### config.mk
export PLATFORM = sky130hd
export DESIGN_NAME = reg_readback_port_flat
export DESIGN_NICKNAME = d
export VERILOG_FILES = /design/src/rtl/riser_regs_pkg.sv /design/src/rtl/reg_readback_port_if.sv /design/src/rtl/byte_select.sv /design/src/rtl/reg_readback_port.sv /design/src/flat_wrapper.sv
export SDC_FILE = /design/constraint.sdc
export NUM_CORES = 1
export LEC_CHECK = 0
export CORE_ASPECT_RATIO = 1.2
export CORE_MARGIN = 4
export CORE_UTILIZATION = 44
export CTS_CLUSTER_SIZE = 24
export DETAILED_ROUTE_END_ITERATION = 8
export PLACE_DENSITY = 0.86
export SLEW_MARGIN = 0
export SYNTH_ARGS = -nofsm -noshare
export SYNTH_HDL_FRONTEND = slang
export SYNTH_SLANG_ARGS = --single-unit
### constraint.sdc
create_clock -name i_clk -period 3.03 [get_ports i_clk]
set_input_delay 0.4545 -clock i_clk [delete_from_list [all_inputs] [get_ports i_clk]]
set_output_delay 0.4545 -clock i_clk [all_outputs]
set_load 0.01 [all_outputs]
### src/rtl/riser_regs_pkg.sv
// Shared definitions for the riser control/status register bank and its read-back port.
package riser_regs_pkg;

  localparam int unsigned DEF_WIDTH = 32;
  localparam int unsigned DEF_BUS_W = 8;
  localparam int unsigned DEF_NREGS = 4;

  // Reading an index past the bank returns this bit in every position.
  localparam logic OOR_FILL_BIT = 1'b1;

  typedef enum logic [1:0] {
    IDLE     = 2'd0,
    FETCH    = 2'd1,
    ACK      = 2'd2,
    WAIT_LOW = 2'd3
  } rb_state_e;

  function automatic int unsigned clog2_min1(input int unsigned n);
    return (n <= 1) ? 1 : $clog2(n);
  endfunction

endpackage

### src/rtl/reg_readback_port_if.sv
// Host-side request/acknowledge bus of the register read-back port.
interface reg_readback_port_if #(
  parameter int unsigned IDX_W  = 2,
  parameter int unsigned BUS_W  = 8,
  parameter int unsigned BYTE_W = 2
) ();

  logic              idx_wr;
  logic [IDX_W-1:0]  idx_in;
  logic              rd_req;
  logic [BUS_W-1:0]  rd_data;
  logic              rd_ack;
  logic              rd_err;
  logic [IDX_W-1:0]  cur_idx;
  logic [BYTE_W-1:0] cur_byte;

  modport master (
    output idx_wr, idx_in, rd_req,
    input  rd_data, rd_ack, rd_err, cur_idx, cur_byte
  );

  modport slave (
    input  idx_wr, idx_in, rd_req,
    output rd_data, rd_ack, rd_err, cur_idx, cur_byte
  );

endinterface

### src/rtl/byte_select.sv
// Combinational byte picker: returns byte i_byte (byte 0 = least significant) of i_snap.
module byte_select #(
  parameter int unsigned WIDTH  = 32,
  parameter int unsigned BUS_W  = 8,
  parameter int unsigned BYTE_W = 2
) (
  input  logic [WIDTH-1:0]  i_snap,
  input  logic [BYTE_W-1:0] i_byte,
  output logic [BUS_W-1:0]  o_byte
);

  localparam int unsigned NBYTES = WIDTH / BUS_W;

  always_comb begin
    o_byte = '0;
    for (int i = 0; i < NBYTES; i++) begin
      if (i_byte == BYTE_W'(i)) o_byte = i_snap[i*BUS_W +: BUS_W];
    end
  end

endmodule

### src/rtl/reg_readback_port.sv
// Byte-serial, snapshot-coherent read-back of a register bank over a req/ack handshake.
// Optional READBACK_AUTOINC_EN: index pointer advances (mod NREGS) when the byte pointer wraps.
module reg_readback_port
  import riser_regs_pkg::*;
#(
  parameter int unsigned WIDTH = DEF_WIDTH,
  parameter int unsigned NREGS = DEF_NREGS,
  parameter int unsigned BUS_W = DEF_BUS_W,
  parameter int unsigned IDX_W = clog2_min1(NREGS)
) (
  input  logic                   i_clk,
  input  logic                   i_reset,
  input  logic [NREGS*WIDTH-1:0] i_regs_flat,
  reg_readback_port_if.slave     bus
);

  localparam int unsigned NBYTES = WIDTH / BUS_W;
  localparam int unsigned BYTE_W = clog2_min1(NBYTES);

  rb_state_e         r_state, w_state_nxt;
  logic              r_req_q, r_req_prev;
  logic              r_idx_wr_q;
  logic [IDX_W-1:0]  r_idx_in_q;
  logic [IDX_W-1:0]  r_idx, w_idx_nxt, w_idx_wrap;
  logic [BYTE_W-1:0] r_byte, w_byte_nxt;
  logic              r_load_pend, w_pend_nxt;
  logic [WIDTH-1:0]  r_snap, w_reg_val, w_snap_src;
  logic [BUS_W-1:0]  r_rd_data, w_byte;
  logic              r_rd_err;
  logic              w_req_edge, w_drop, w_last;

  // Inputs are registered first; the request edge is detected on the sampled copy.
  assign w_req_edge = r_req_q & ~r_req_prev;
  assign w_last     = (r_byte == BYTE_W'(NBYTES - 1));

  always_comb begin
    w_reg_val = {WIDTH{OOR_FILL_BIT}};
    for (int i = 0; i < NREGS; i++) begin
      if (r_idx == IDX_W'(i)) w_reg_val = i_regs_flat[i*WIDTH +: WIDTH];
    end
  end

  assign w_snap_src = (r_byte == '0) ? w_reg_val : r_snap;

  byte_select #(
    .WIDTH  (WIDTH),
    .BUS_W  (BUS_W),
    .BYTE_W (BYTE_W)
  ) u_byte_select (
    .i_snap (w_snap_src),
    .i_byte (r_byte),
    .o_byte (w_byte)
  );

`ifdef READBACK_AUTOINC_EN
  logic [IDX_W:0] w_idx_p1;
  assign w_idx_p1   = {1'b0, r_idx} + (IDX_W+1)'(1);
  assign w_idx_wrap = IDX_W'(w_idx_p1 % (IDX_W+1)'(NREGS));
`else
  assign w_idx_wrap = r_idx;
`endif

  always_comb begin
    w_state_nxt = r_state;
    w_drop      = 1'b0;
    unique case (r_state)
      IDLE: begin
        if (w_req_edge) begin
          if (r_idx_wr_q) w_drop      = 1'b1;
          else            w_state_nxt = FETCH;
        end
      end
      FETCH:    w_state_nxt = ACK;
      ACK:      w_state_nxt = r_req_q ? WAIT_LOW : IDLE;
      WAIT_LOW: if (!r_req_q) w_state_nxt = IDLE;
      default:  w_state_nxt = IDLE;
    endcase
  end

  // An index load seen during FETCH suppresses the advance in the following ACK.
  always_comb begin
    w_idx_nxt  = r_idx;
    w_byte_nxt = r_byte;
    w_pend_nxt = r_load_pend;
    if (r_state == ACK) begin
      w_pend_nxt = 1'b0;
      if (!r_load_pend) begin
        w_byte_nxt = w_last ? '0 : r_byte + BYTE_W'(1);
        if (w_last) w_idx_nxt = w_idx_wrap;
      end
    end
    if (r_idx_wr_q) begin
      w_idx_nxt  = r_idx_in_q;
      w_byte_nxt = '0;
      if (r_state == FETCH) w_pend_nxt = 1'b1;
    end
  end

  always_ff @(posedge i_clk) begin
    if (!i_reset) begin
      r_state     <= IDLE;
      r_req_q     <= 1'b1;
      r_req_prev  <= 1'b1;
      r_idx_wr_q  <= 1'b0;
      r_idx_in_q  <= '0;
      r_idx       <= '0;
      r_byte      <= '0;
      r_load_pend <= 1'b0;
      r_snap      <= '0;
      r_rd_data   <= '0;
      r_rd_err    <= 1'b0;
    end else begin
      r_state     <= w_state_nxt;
      r_req_q     <= bus.rd_req;
      r_req_prev  <= r_req_q;
      r_idx_wr_q  <= bus.idx_wr;
      r_idx_in_q  <= bus.idx_in;
      r_idx       <= w_idx_nxt;
      r_byte      <= w_byte_nxt;
      r_load_pend <= w_pend_nxt;
      r_rd_err    <= w_drop;
      if (r_state == FETCH) begin
        r_snap    <= w_snap_src;
        r_rd_data <= w_byte;
      end
    end
  end

  assign bus.rd_data  = r_rd_data;
  assign bus.rd_ack   = (r_state == ACK);
  assign bus.rd_err   = r_rd_err;
  assign bus.cur_idx  = r_idx;
  assign bus.cur_byte = r_byte;

endmodule

### src/flat_wrapper.sv
// flat-port wrapper written by rule: the top's interface ports become plain ports
module reg_readback_port_flat import riser_regs_pkg::*;
#(
  parameter int unsigned WIDTH = DEF_WIDTH,
  parameter int unsigned NREGS = DEF_NREGS,
  parameter int unsigned BUS_W = DEF_BUS_W,
  parameter int unsigned IDX_W = clog2_min1(NREGS)
)
  (i_clk, i_reset, i_regs_flat, bus_idx_wr, bus_idx_in, bus_rd_req, bus_rd_data, bus_rd_ack, bus_rd_err, bus_cur_idx, bus_cur_byte);
  reg_readback_port_if #(.IDX_W(IDX_W), .BUS_W(BUS_W), .BYTE_W(2)) bus_i ();
  input  logic i_clk;
  input  logic i_reset;
  input  logic [NREGS*WIDTH-1:0] i_regs_flat;
  input wire logic [$bits(bus_i.idx_wr)-1:0] bus_idx_wr;
  input wire logic [$bits(bus_i.idx_in)-1:0] bus_idx_in;
  input wire logic [$bits(bus_i.rd_req)-1:0] bus_rd_req;
  output wire logic [$bits(bus_i.rd_data)-1:0] bus_rd_data;
  output wire logic [$bits(bus_i.rd_ack)-1:0] bus_rd_ack;
  output wire logic [$bits(bus_i.rd_err)-1:0] bus_rd_err;
  output wire logic [$bits(bus_i.cur_idx)-1:0] bus_cur_idx;
  output wire logic [$bits(bus_i.cur_byte)-1:0] bus_cur_byte;
  assign bus_i.idx_wr = bus_idx_wr;
  assign bus_i.idx_in = bus_idx_in;
  assign bus_i.rd_req = bus_rd_req;
  assign bus_rd_data = bus_i.rd_data;
  assign bus_rd_ack = bus_i.rd_ack;
  assign bus_rd_err = bus_i.rd_err;
  assign bus_cur_idx = bus_i.cur_idx;
  assign bus_cur_byte = bus_i.cur_byte;
  reg_readback_port #(.WIDTH(WIDTH), .NREGS(NREGS), .BUS_W(BUS_W), .IDX_W(IDX_W)) u_core (.i_clk(i_clk), .i_reset(i_reset), .i_regs_flat(i_regs_flat), .bus(bus_i));
endmodule
# Word level (Yosys, flattened, before mapping)
# Index checks and enable logic that the tools add are counted.
[totals]
wordCells = 54
regBits = 53
input_bits = 134
output_inout_bits = 14
[op_classes]
n_mux = 19
eq_ne = 12
n_reduce_logical = 7
n_bitwise = 4
addsub = 1
[op_table]
columns = ["op", "n"]
rows = [
  ["32-bit 2-to-1 mux", 5],
  ["8-bit 2-to-1 mux", 4],
  ["2-bit equality test (second input constant)", 6],
  ["2-bit 2-to-1 mux", 5],
  ["2-bit case mux with 4 select lines", 1],
  ["2-bit by 1-bit equality test with 1-bit output (second input constant)", 3],
  ["2-bit zero test", 3],
  ["3-bit AND reduction", 2],
  ["1-bit 2-to-1 mux", 4],
  ["2-bit != test (second input constant)", 2],
  ["1-bit NOT", 3],
  ["2-bit by 1-bit adder with 2-bit output (second input constant)", 1],
  ["2-bit by 1-bit != test with 1-bit output (second input constant)", 1],
  ["2-bit AND reduction", 1],
  ["2-bit OR reduction", 1],
  ["1-bit AND", 1],
]

# Logic depth before layout (Yosys ltp)
[logic_depth]
ltp_word = 10
depth_mapped = 8
depth_no_buf = 6

# Hierarchy
# Synthesis repeated with hierarchy kept, for this count alone.
[hier_totals]
cells_unflattened = 243
hier_area_um2 = 3301.9
[modules_own_cells]
columns = ["mod", "instances", "cells_per_inst", "seq_area_each_um2", "area_per_inst_um2"]
rows = [
  ["reg_readback_port", 1, 233, 1061.0, 3105.5],
  ["byte_select", 1, 10, 0.0, 196.4],
]

# Worst setup path after synthesis
# OpenSTA, ideal clock, no wires.
[synth_path]
path_kind = "flip-flop to flip-flop"
start = "reg u_core.r_byte[0] (netlist: u_core.bus.cur_byte[0])"
end = "reg u_core.r_rd_data[4] (netlist: u_core.bus.rd_data[4])"
arrival_time_ns = 1.903
period_less_slack_ns = 1.981
setup_ns = 0.078
required_time_ns = 2.952
n_path_buf = 1
path_stages_with_launch = 8
setup_slack_ns = 1.049
cell_sequence = "dfxtp_1 inv_1 ha_1 clkbuf_1 nor2b_1 nor3b_1 a22oi_1 a32oi_1"
[synth_between]
elab_chain_cells = 6
word_cells_on_any_way = 9
cone_classes = "eq/ne (3); mux (5); reduce/logical (1)"
[synth_rtl]
columns = ["element", "line_no", "text"]
rows = [
  ["start, declared", "reg_readback_port.sv:25", "logic [BYTE_W-1:0] r_byte, w_byte_nxt;"],
  ["start signal, assigned", "reg_readback_port.sv:119", "r_byte <= w_byte_nxt;"],
  ["2-bit zero test", "byte_select.sv:17, reg_readback_port.sv:43", ""],
  ["32-bit 2-to-1 mux", "reg_readback_port.sv:43", "assign w_snap_src = (r_byte == '0) ? w_reg_val : r_snap;"],
  ["8-bit 2-to-1 mux (3 in a row)", "byte_select.sv:17", "if (i_byte == BYTE_W'(i)) o_byte = i_snap[i*BUS_W +: BUS_W];"],
  ["8-bit 2-to-1 mux *", "byte_select.sv:17", ""],
  ["end signal, assigned", "reg_readback_port.sv:124", "r_rd_data <= w_byte;"],
  ["end, declared", "reg_readback_port.sv:28", "logic [BUS_W-1:0] r_rd_data, w_byte;"],
]
# Every way passes the cells marked *; elsewhere a longest branch is shown, timed or not.
# A chain may end at the register's enable or synchronous reset.

# Final worst setup path
[layout_path]
start = "reg u_core.r_idx[0] (netlist: u_core.bus.cur_idx[0])"
end = "reg u_core.r_rd_data[0] (netlist: u_core.bus.rd_data[0])"
[layout_between]
elab_chain_cells = 10
word_cells_on_any_way = 13
cone_classes = "eq/ne (3); mux (9); reduce/logical (1)"
[layout_rtl]
columns = ["element", "line_no", "text"]
rows = [
  ["start, declared", "reg_readback_port.sv:24", "logic [IDX_W-1:0] r_idx, w_idx_nxt, w_idx_wrap;"],
  ["start signal, assigned", "reg_readback_port.sv:118", "r_idx <= w_idx_nxt;"],
  ["2-bit zero test", "reg_readback_port.sv:39", "if (r_idx == IDX_W'(i)) w_reg_val = i_regs_flat[i*WIDTH +: WIDTH];"],
  ["32-bit 2-to-1 mux (3 in a row)", "reg_readback_port.sv:39", ""],
  ["32-bit 2-to-1 mux *", "reg_readback_port.sv:39", ""],
  ["32-bit 2-to-1 mux *", "reg_readback_port.sv:43", ""],
  ["8-bit 2-to-1 mux (3 in a row)", "byte_select.sv:17", ""],
  ["8-bit 2-to-1 mux *", "byte_select.sv:17", ""],
]
# Marks and branches as above.

==> impl_results.md <==
- Outcome: finished clean
- Hold_ws: 470.8 ps
- Critical path class: flip-flop to flip-flop
- Total CTS buffers: 5
- Busiest grt layer: met2
- FF+latch count, synth: 45
- First-pass GRT wire length: 15060 µm
- Post CTS Setup Buffer Count: 0
- DR DRC count: 0
- Initial antenna violation count: 0
- Cell area after synthesis: 3045 µm²
- CTS sink count: 45
- Die height: 99.14 µm
- Iteration-0 DRC Markers: 183
- Post-synth top area share: 29.58%
- Register area share after synthesis: 29.58%
- CP delay by family, top: multiplexers
- Starting Density: 46.38%
- YS warnings: 0
- Worst Path Max Fanout: 16
- HPWL after detailed placement: 7637 µm
- Gp weighted congestion: 0.8981
- Layout cells sized above 1: 12.50%
- Worst skew pair latency: 300 ps
- Tmin final: 2334 ps
- Commonest cells after routing, fill and taps aside: clkdlybuf4s50_1, nand2_1, dfxtp_1, a21boi_0, mux4_2
- GR Layer Usage met3: 4.805%
- Worst EP required: 3200 ps
- Max_slew headroom: 42.20%
- Clock root cell: clkbuf_8
- Max H-tree Level: 2
- GR Util met2: 42.99%
- DR vias/cell: 5.625
- GR Util met1: 24.28%
- WP data arrival: 2510 ps
- Power per Cell Area: 321.9 nW/µm²
- Commonest non-fill, non-tap cell in the layout: clkdlybuf4s50_1
- Core Util, Final: 71.78%
- Crit path buf inv count: 0
- Nets: 585
- Grt ovf: 0
- Hold Crit Class: flip-flop to flip-flop
- Cell Chain, Critical Path: mux4_1 > mux2_2 > a2111oi_0 > a2bb2oi_1
- IO Port Bufs: 147
- Layout area overhead: 54.77%
- Crit path launch type: flip-flop
- Final Max Tran Viols: 0
- Worst VDD drop: 0.0002083 V
- Syn Nets: 448
- TritonRoute pass-1 iters: 4
- Post-cts gate resize count: 0
- Cell variety after synth: 37
- Vias: 2998
- Max-cap violations: 0
- Clk slew on worst S/H paths: 80 ps
- Largest net degree at the start of global routing: 25
- Filler cells: 501
- Antenna fix cells: 0
- Die ar.: 8322 µm²
- Post-DRT Antenna Nets: 0
- Gr usage total: 22.64%
- Synth area leader: dfxtp_1
- Mean Syn Cell Area: 9.824 µm²
- I/O Pins: 148
- Unrepaired setup endpoints after global routing: no
- Area of the core: 6566 µm²
- Synthesized instance count: 310
- # rows: 32
- Worst slew pin tran: 864.9 ps
- Crit path largest cell delay: 640 ps
- Slowest-stage cell, CP: dfxtp_2
- Period utilization: 77.04%
- Drt total wl: 9558 µm
- Clock tree buffer depth: 2
- Wire per inst: 17.93 µm
- Max Clk Rate: 428.4 MHz
- Setup_tns: 0 ps
- CP endpoint kind: flip-flop
- Hold_buf cts: 0
- Lkg Pwr: 1.689 nW
- Vias in the first global route: 3184
- Area contributors post-synth: dfxtp_1, mux4_2, nand2_1
- Finish-stage setup viols: 0
- TritonCTS clock tree: yes
- Hold Violations, Final: 0
- Clk_skew: 8.191 ps
- DIE WIDTH: 83.95 µm
cells by family after synthesis:
group / synth area share, %
compound gates: 17.87
fa+ha+maj: 1.643
buf+inv: 4.355
flops: 29.58
mux: 30.73
simple gates: 15.82
cells in the mapped netlist:
| master | instances |
|---|---|
| nand2_1 | 67 |
| dfxtp_1 | 45 |
| a21boi_0 | 26 |
| mux4_2 | 22 |
| clkbuf_1 | 16 |
| mux2i_1 | 14 |
| nor2_1 | 11 |
| mux2_2 | 10 |
| a32oi_1 | 8 |
| and2_1 | 8 |
| a21oi_1 | 7 |
| buf_2 | 7 |
| mux4_1 | 6 |
| nor2b_1 | 6 |
| nand2b_1 | 5 |
| o21ai_0 | 5 |
| a21o_1 | 4 |
| a2bb2oi_1 | 4 |
| and3_1 | 4 |
| ha_1 | 4 |
| o211ai_1 | 4 |
| a211oi_1 | 3 |
| a22oi_1 | 3 |
| inv_1 | 3 |
| nor3b_1 | 3 |
| a2111oi_0 | 2 |
| buf_1 | 2 |
| mux2_4 | 2 |
| a2111oi_2 | 1 |
| a2111oi_4 | 1 |
| a221oi_1 | 1 |
| and4_1 | 1 |
| buf_4 | 1 |
| buf_6 | 1 |
| nand4b_1 | 1 |
| nor3_1 | 1 |
| o211a_1 | 1 |
state kept, by name, summed over array words and instances (netlist names), 2 cells and up:
signal               count
u_core.r_snap           24
u_core.bus.rd_data       8
u_core.r_idx_in_q        2
u_core.bus.cur_byte      2
u_core.bus.cur_idx       2
u_core.r_state           2
area by class of cell:
class / count / area (µm²) / share of cell area, %
clock inverters: 3 / 65.06 / 1.380
well taps: 85 / 106.4 / 2.256
repair buffers: 157 / 1546 / 32.81
flip-flops and latches: 45 / 903.4 / 19.17
multi-input cells: 235 / 2012 / 42.69
inverters: 3 / 11.26 / 0.2389
clock buffers: 5 / 68.82 / 1.460
through the flow:
stage / cells / setup slack, ps / power [W] / cell area (µm²)
after global routing: 533 / 503.4 / 0.001568 / 4713
after global placement: 525 / 756.8 / 0.0009776 / 4579
final: 533 / 695.7 / 0.001517 / 4713
after CTS: 533 / 750.9 / 0.001521 / 4713
after floorplan: 310 / 1049 / 0.0007769 / 3045
after detailed placement: 525 / 673.6 / 0.0009876 / 4579
routing by layer:
layer	vias to the layer above	share of wire, %
met1	1408	36
met3	25	6.8
met5	-	0
li1	1424	-
met4	0	3.1
met2	141	54
power by group:
part | total [W] | internal, W | switching, W
sequential | 0.000622 | 0.000607 | 0.0000153
clock | 0.000542 | 0.000328 | 0.000214
combinational | 0.000353 | 0.000247 | 0.000106
total | 0.00152 | 0.00118 | 0.000336
worst min-delay path, cell delays in order (launching register included):
cell	delay (ps)
dfxtp_1	320
nand2_1	50
a21boi_0	60
path summary, 6_finish.rpt:
kind / startpoint / end / slack, ps / cells past startpoint
hold reg to reg: u_core.r_snap[12] / u_core.r_snap[12] / 470 / 2
hold / removal: u_core.r_snap[12] / u_core.r_snap[12] / 470 / 2
setup reg to reg: u_core.bus.cur_idx[0] / u_core.bus.rd_data[0] / 700 / 4
setup / recovery: u_core.bus.cur_idx[0] / u_core.bus.rd_data[0] / 700 / 4
Power figures use the tool's default switching activity.
